File: config.mk
export PLATFORM = sky130hd
export DESIGN_NAME = hyperbus_cfg_init_seq
export DESIGN_NICKNAME = d
export VERILOG_FILES = /design/src/rtl/hyperbus_cfg_init_seq.sv
export SDC_FILE = /design/constraint.sdc
export NUM_CORES = 1
export LEC_CHECK = 0
export CAP_MARGIN = 30
export CELL_PAD_IN_SITES_DETAIL_PLACEMENT = 0
export CELL_PAD_IN_SITES_GLOBAL_PLACEMENT = 1
export CORE_MARGIN = 2
export CORE_UTILIZATION = 13
export CTS_CLUSTER_DIAMETER = 40
export CTS_CLUSTER_SIZE = 25
export DETAILED_ROUTE_END_ITERATION = 16
export GPL_TIMING_DRIVEN = 1
export PLACE_DENSITY = 0.83
export SKIP_CTS_REPAIR_TIMING = 1
export SLEW_MARGIN = 20
export SYNTH_ARGS = -nofsm -noshare
export SYNTH_HDL_FRONTEND = slang
export SYNTH_SLANG_ARGS = --single-unit
File: constraint.sdc
create_clock -name clk_i -period 1.3 [get_ports clk_i]
set_input_delay 0.26 -clock clk_i [delete_from_list [all_inputs] [get_ports clk_i]]
set_output_delay 0.26 -clock clk_i [all_outputs]
set_load 0.05 [all_outputs]
File: src/rtl/hyperbus_cfg_init_seq.sv
// hyperbus_cfg_init_seq: replays a fixed list of config writes after reset, then passes the host through.
module hyperbus_cfg_init_seq #(
  parameter int unsigned RegAddrWidth = 32,
  parameter int unsigned RegDataWidth = 32,
  parameter int unsigned NumInit = 4,
  parameter logic [(NumInit > 0 ? NumInit : 1)-1:0][RegAddrWidth-1:0] InitAddr = '0,
  parameter logic [(NumInit > 0 ? NumInit : 1)-1:0][RegDataWidth-1:0] InitData = '0,
  parameter int unsigned TimeoutCycles = 1024
) (
  input  logic                      clk_i,
  input  logic                      rst_i,
  input  logic                      rerun_i,
  input  logic                      host_valid_i,
  input  logic                      host_write_i,
  input  logic [RegAddrWidth-1:0]   host_addr_i,
  input  logic [RegDataWidth-1:0]   host_wdata_i,
  input  logic [RegDataWidth/8-1:0] host_wstrb_i,
  output logic                      host_ready_o,
  output logic [RegDataWidth-1:0]   host_rdata_o,
  output logic                      host_error_o,
  output logic                      cfg_valid_o,
  output logic                      cfg_write_o,
  output logic [RegAddrWidth-1:0]   cfg_addr_o,
  output logic [RegDataWidth-1:0]   cfg_wdata_o,
  output logic [RegDataWidth/8-1:0] cfg_wstrb_o,
  input  logic                      cfg_ready_i,
  input  logic [RegDataWidth-1:0]   cfg_rdata_i,
  input  logic                      cfg_error_i,
  output logic                      done_o,
  output logic                      init_err_o,
  output logic                      timeout_o
);
  localparam int unsigned NE = NumInit > 0 ? NumInit : 1;
  localparam int unsigned IW = NE > 1 ? $clog2(NE) : 1;
  localparam int unsigned TW = $clog2(TimeoutCycles + 1);
  localparam logic [IW-1:0] LAST = IW'(NE - 1);
  localparam logic [TW-1:0] TMAX = TW'(TimeoutCycles - 1);
  typedef enum logic {INIT, PASS} state_t;
  state_t state, state_n;
  logic [IW-1:0] idx;
  logic [TW-1:0] tcnt;
  logic pending, expire, adv, restart, pass;
  assign pass    = state == PASS;
  assign expire  = !cfg_ready_i && tcnt == TMAX;
  assign adv     = !pass && (cfg_ready_i || expire);
  // a pending replay waits for the host to drop valid so no handshake is cut off
  assign restart = pass && (pending || rerun_i) && !host_valid_i;
  always_ff @(posedge clk_i) begin
    if (rst_i) begin
      state      <= NumInit > 0 ? INIT : PASS;
      idx        <= '0;
      tcnt       <= '0;
      pending    <= 1'b0;
      init_err_o <= 1'b0;
      timeout_o  <= 1'b0;
    end else begin
      state <= state_n;
      if (restart) begin
        idx        <= '0;
        tcnt       <= '0;
        pending    <= 1'b0;
        init_err_o <= 1'b0;
        timeout_o  <= 1'b0;
      end else if (pass) begin
        pending <= pending | rerun_i;
      end else begin
        tcnt <= adv ? '0 : tcnt + TW'(1);
        if (cfg_ready_i) init_err_o <= init_err_o | cfg_error_i;
        if (expire) timeout_o <= 1'b1;
        if (adv && idx != LAST) idx <= idx + IW'(1);
      end
    end
  end
  always_comb begin
    state_n = restart ? INIT : (adv && idx == LAST) ? PASS : state;
  end
  always_comb begin
    cfg_valid_o  = pass ? host_valid_i : 1'b1;
    cfg_write_o  = pass ? host_write_i : 1'b1;
    cfg_addr_o   = pass ? host_addr_i : InitAddr[idx];
    cfg_wdata_o  = pass ? host_wdata_i : InitData[idx];
    cfg_wstrb_o  = pass ? host_wstrb_i : '1;
    host_ready_o = pass & cfg_ready_i;
    host_rdata_o = pass ? cfg_rdata_i : '0;
    host_error_o = pass & cfg_error_i;
    done_o       = pass;
  end
  a_init_stable: assert property (@(posedge clk_i) disable iff (rst_i)
    (!pass && !cfg_ready_i && !expire) |=> ($stable(cfg_addr_o) && $stable(cfg_wdata_o) && cfg_valid_o));
  a_params: assert property (@(posedge clk_i)
    RegDataWidth >= 16 && (RegDataWidth & (RegDataWidth - 1)) == 0 && TimeoutCycles >= 1);
endmodule

== Word level (Yosys, flattened, before mapping) ==
Cells that the tools add are included.

* Bits in registers: 17
* Input port bits: 107
* Output and inout port bits: 107
* Word-level logic and storage cells: 41

* $add $sub $neg: 2
* $lt $le $gt $ge: 1
* Equal/unequal tests: 3
* Muxes and demuxes: 9
* Bitwise logic cells: 5
* Reduce and logical (&&, ||, !) cells: 15

{| class="wikitable"
|+ Operators with widths
! cell !! count
|-
| $mux 32 || 4
|-
| $bmux 32 s2 || 1
|-
| $add 11x1->11 const B || 1
|-
| $eq 11x10->1 const B || 1
|-
| $mux 11 || 1
|-
| $logic_and 1x1->1 || 6
|-
| $reduce_and 2->1 || 3
|-
| $mux 4 || 1
|-
| $logic_not 1->1 || 3
|-
| $lt 2x3->1 const B || 1
|-
| $add 2x1->2 const B || 1
|-
| $and 1x1->1 || 2
|-
| $eq 2x2->1 const B || 1
|-
| $logic_or 1x1->1 || 2
|-
| $mux 1 || 2
|-
| $ne 2x2->1 const B || 1
|-
| $or 1x1->1 || 2
|-
| $reduce_or 2->1 || 1
|-
| $not 1->1 || 1
|}

== Longest topological paths before layout ==
* Depth after elaboration: 6
* Mapped depth: 6
* Mapped depth without buffers: 5

== Worst setup path after synthesis ==
OpenSTA, ideal clock, no wires.

* Path kind: reg-to-output
* Start: register state (netlist: done_o)
* End: output host_rdata_o[0]
* Arrival: 1.669 ns
* Path slack: -0.629 ns
* Cell stages (with the launch flop): 4
* Path buffers: 2
* Cells stage by stage: dfxtp_1 clkbuf_1 clkbuf_1 and2_1

* Word-level cells in the longest chain between the ends: 1

{| class="wikitable"
|+ RTL lines
! what !! line !! source
|-
| from (decl) || 39 || <nowiki>state_t state, state_n;</nowiki>
|-
| from (signal assigned) || 50 || <nowiki>state <= NumInit > 0 ? INIT : PASS;</nowiki>
|-
| from (signal assigned) || 57 || <nowiki>state <= state_n;</nowiki>
|-
| $mux 32 || 84 || <nowiki>host_rdata_o = pass ? cfg_rdata_i : '0;</nowiki>
|-
| to (decl) || 19 || <nowiki>output logic [RegDataWidth-1:0] host_rdata_o,</nowiki>
|}

Every way passes these cells.

== Worst setup path in the final report ==
* Start: register state (netlist: done_o)
* End: output host_rdata_o[14]

Same word-level chain as after synthesis.

==> key figures <==
Run status
  – Status: finished with violations
  – Failing checks: negative setup slack

GRT
  – First-pass GRT wire length: 12600 um
  – Initial antenna violation count: 0
  – Gr ovfl total: 0
  – Vias in the first global route: 2251
  – Gr usage total: 13.0%
  – Pin count of the biggest net entering global routing: 40

Setup path
  – Reg2reg path depth: 5
  – CP Class: register to primary output
  – Crit end category: primary output
  – Crit-path cells: buf_12 -> buf_12 -> and2_4 -> buf_12
  – CP bufs+invs: 3
  – Critical path peak fanout: 20
  – Worst path arrival time: 1.25 ns
  – Cell mode on critical path: buf_12
  – CP required: 1.04 ns
  – WP depth: 4
  – CP Launch Type: register
  – CP peak stage delay: 0.42 ns
  – CP max-delay cell: dfxtp_4
  – CP top delay family: buffers and inverters

Placed design
  – Detailed placement HPWL: 7330 um
  – RePlAce Congestion: 0.916
  – Cell area after placement: 0.00512 mm2
  – Post-Place Cells: 559
  – I/O Buffers: 213
  – Pre-CTS setup slack: -0.341 ns

STA
  – Min cycle time layout: 1.51 ns
  – Worst slew pin tran: 0.303 ns
  – Clock Skews: 0.00308 ns
  – Final Hold Violating Endpoints: 0
  – RSZ-0062 raised after global routing: yes
  – Final Setup Violations: 120
  – Sum of negative setup slack: -17.14 ns
  – Final Cycle Share: 116%
  – Worst rel slew slack: 79.7%
  – Fmax achieved: 661 MHz
  – Fin worst setup slack: -0.214 ns
  – Slew Viols, Final: 0

Yosys
  – Number of synthesized flops with an enable pin: 0
  – Mapped Cells: 195
  – Most common cell in the netlist: and2_1
  – Top cell type's share of synthesized area: 41.6%
  – Cell Area, Synth: 0.00147 mm2
  – Post-synth ARST share: 0%
  – Post-synth top area cell: and2_1
  – Most frequent cells after synthesis: and2_1, dfxtp_1, nor2_1
  – Unique cell type count in the Yosys netlist: 33
  – Area contributors post-synth: and2_1, dfxtp_1, xor2_1, nor2_1, clkbuf_1
  – FF+latch count, synth: 17
  – Register area share after synthesis: 23.1%
  – Ys flop type: dfxtp_1
  – Syn Area/Cell: 7.56 um2
  – Synthesized net count: 304
  – Yosys warning count: 0

Drt
  – Routed Antenna Nets: 0
  – Drt first-iter violations: 61
  – Vias: 2237
  – DR pass1 iterations: 4
  – DR WL/cell: 15.1 um
  – Drt drc: 0
  – WL final: 8680 um
  – Via-per-instance ratio: 3.90

Final layout
  – Filler cells: 948
  – Final cell count without fillers: 574
  – Design area: 0.00545 mm2
  – Antenna diodes: 0
  – Share of cells above drive strength 1: 59.2%
  – Synthesis-to-layout area growth: 270%
  – Total Nets Final: 544

Power and ir drop
  – Pwr Total: 1.85 mW
  – Pleak: 2.26 nW
  – Max IR drop VDD: 0.000368 V
  – Power per Cell Area: 340 mW/mm2

Die
  – Rows: 38
  – Core area: 0.0109 mm2
  – Die area: 0.0122 mm2
  – Initial Util: 13.5%
  – Die Width: 110 um
  – Die H: 110 um
  – IO Count: 214

CTS
  – CTS tree: built
  – Clock tree buffer depth: 2
  – Clk slew on worst S/H paths: 0.05 ns
  – CTS root buffer: clkbuf_16
  – CTS sink cnt: 17
  – CTS Buf Count: 3
  – CTS H-tree lvls: 1
  – Worst-Skew Late Latency: 0.25 ns

Job
  – Number of max-cap violations: 0

Hold path
  – Min-Delay Path Depth: 2
  – HP Class: register to register
[path summary, 6_finish.rpt]
check,from,to,slack [ns]
hold / removal,idx[1]$_SDFFE_PP0P_,idx[1]$_SDFFE_PP0P_,0.47
setup reg to reg,done_o$_SDFFE_PP0P_,tcnt[5]$_SDFFE_PP0N_,-0.16
hold reg to reg,idx[1]$_SDFFE_PP0P_,idx[1]$_SDFFE_PP0P_,0.47
setup / recovery,done_o$_SDFFE_PP0P_,host_rdata_o[14],-0.21
[flip-flops by register name, indices dropped and copies added, names as in the netlist]
register and count:
idx 2, timeout_o 1, done_o 1, tcnt 11
init_err_o 1, pending 1
[layer usage]
layer / vias to the layer above / track usage, % / wire [um]
li1: 1098 / - / -
met1: 998 / 14.5 / 3350
met2: 125 / 23.6 / 4520
met3: 16 / 3.51 / 575
met4: 0 / 4.67 / 229
met5: - / 0 / 0
[tightest hold or removal path: cells and delay by family, from the launching register on]
| family | cells | cell delay (ns) |
|---|---|---|
| flip-flops | 1 | 0.31 |
| AND/OR/NAND/NOR | 1 | 0.06 |
| AO/OA/AOI/OAI | 1 | 0.06 |
[through the flow]
stage / utilization [%] / hold slack, ns
6_report: 49.9 / 0.471
3_3_place_gp: 46.9 / 0.453
3_5_place_dp: 46.9 / 0.457
2_1_floorplan: - / 0.401
4_1_cts: 47.6 / 0.464
5_1_grt: 49.9 / 0.492
[layout by cell type, fill, tap and decap left out, drive strengths merged, types with 3 or more instances in the layout]
cell,instances
clkbuf,6
nor2,12
xnor2,3
o21ai,5
xor2,6
and2,98
clkdlybuf4s50,106
a21oi,3
buf,140
dfxtp,17
nand2b,5
nand3,7
[cell type report]
type | instances | area [um2] | area share [%]
clock buffers | 4 | 78.8 | 1.45
inverters | 1 | 3.75 | 0.0689
multi-input cells | 164 | 1310 | 24.0
flip-flops and latches | 17 | 345 | 6.33
well taps | 140 | 175 | 3.21
repair buffers | 248 | 3540 | 65.0
[where the power goes]
group / switching, mW / total, mW / internal, mW
logic: 0.233 / 0.686 / 0.453
clock network: 0.205 / 0.622 / 0.417
registers: 0.0108 / 0.545 / 0.534
total: 0.449 / 1.85 / 1.40
[cell families after synthesis]
group	count (synthesis)	share of synthesized area, %
AND/OR/NAND/NOR	140	58.3
XOR/XNOR	9	5.35
flip-flops	17	23.1
AO/OA/AOI/OAI	13	7.39
adder cells (fa/ha/maj)	2	1.70
buffers and inverters	14	4.16
Power figures use the tool's default switching activity.
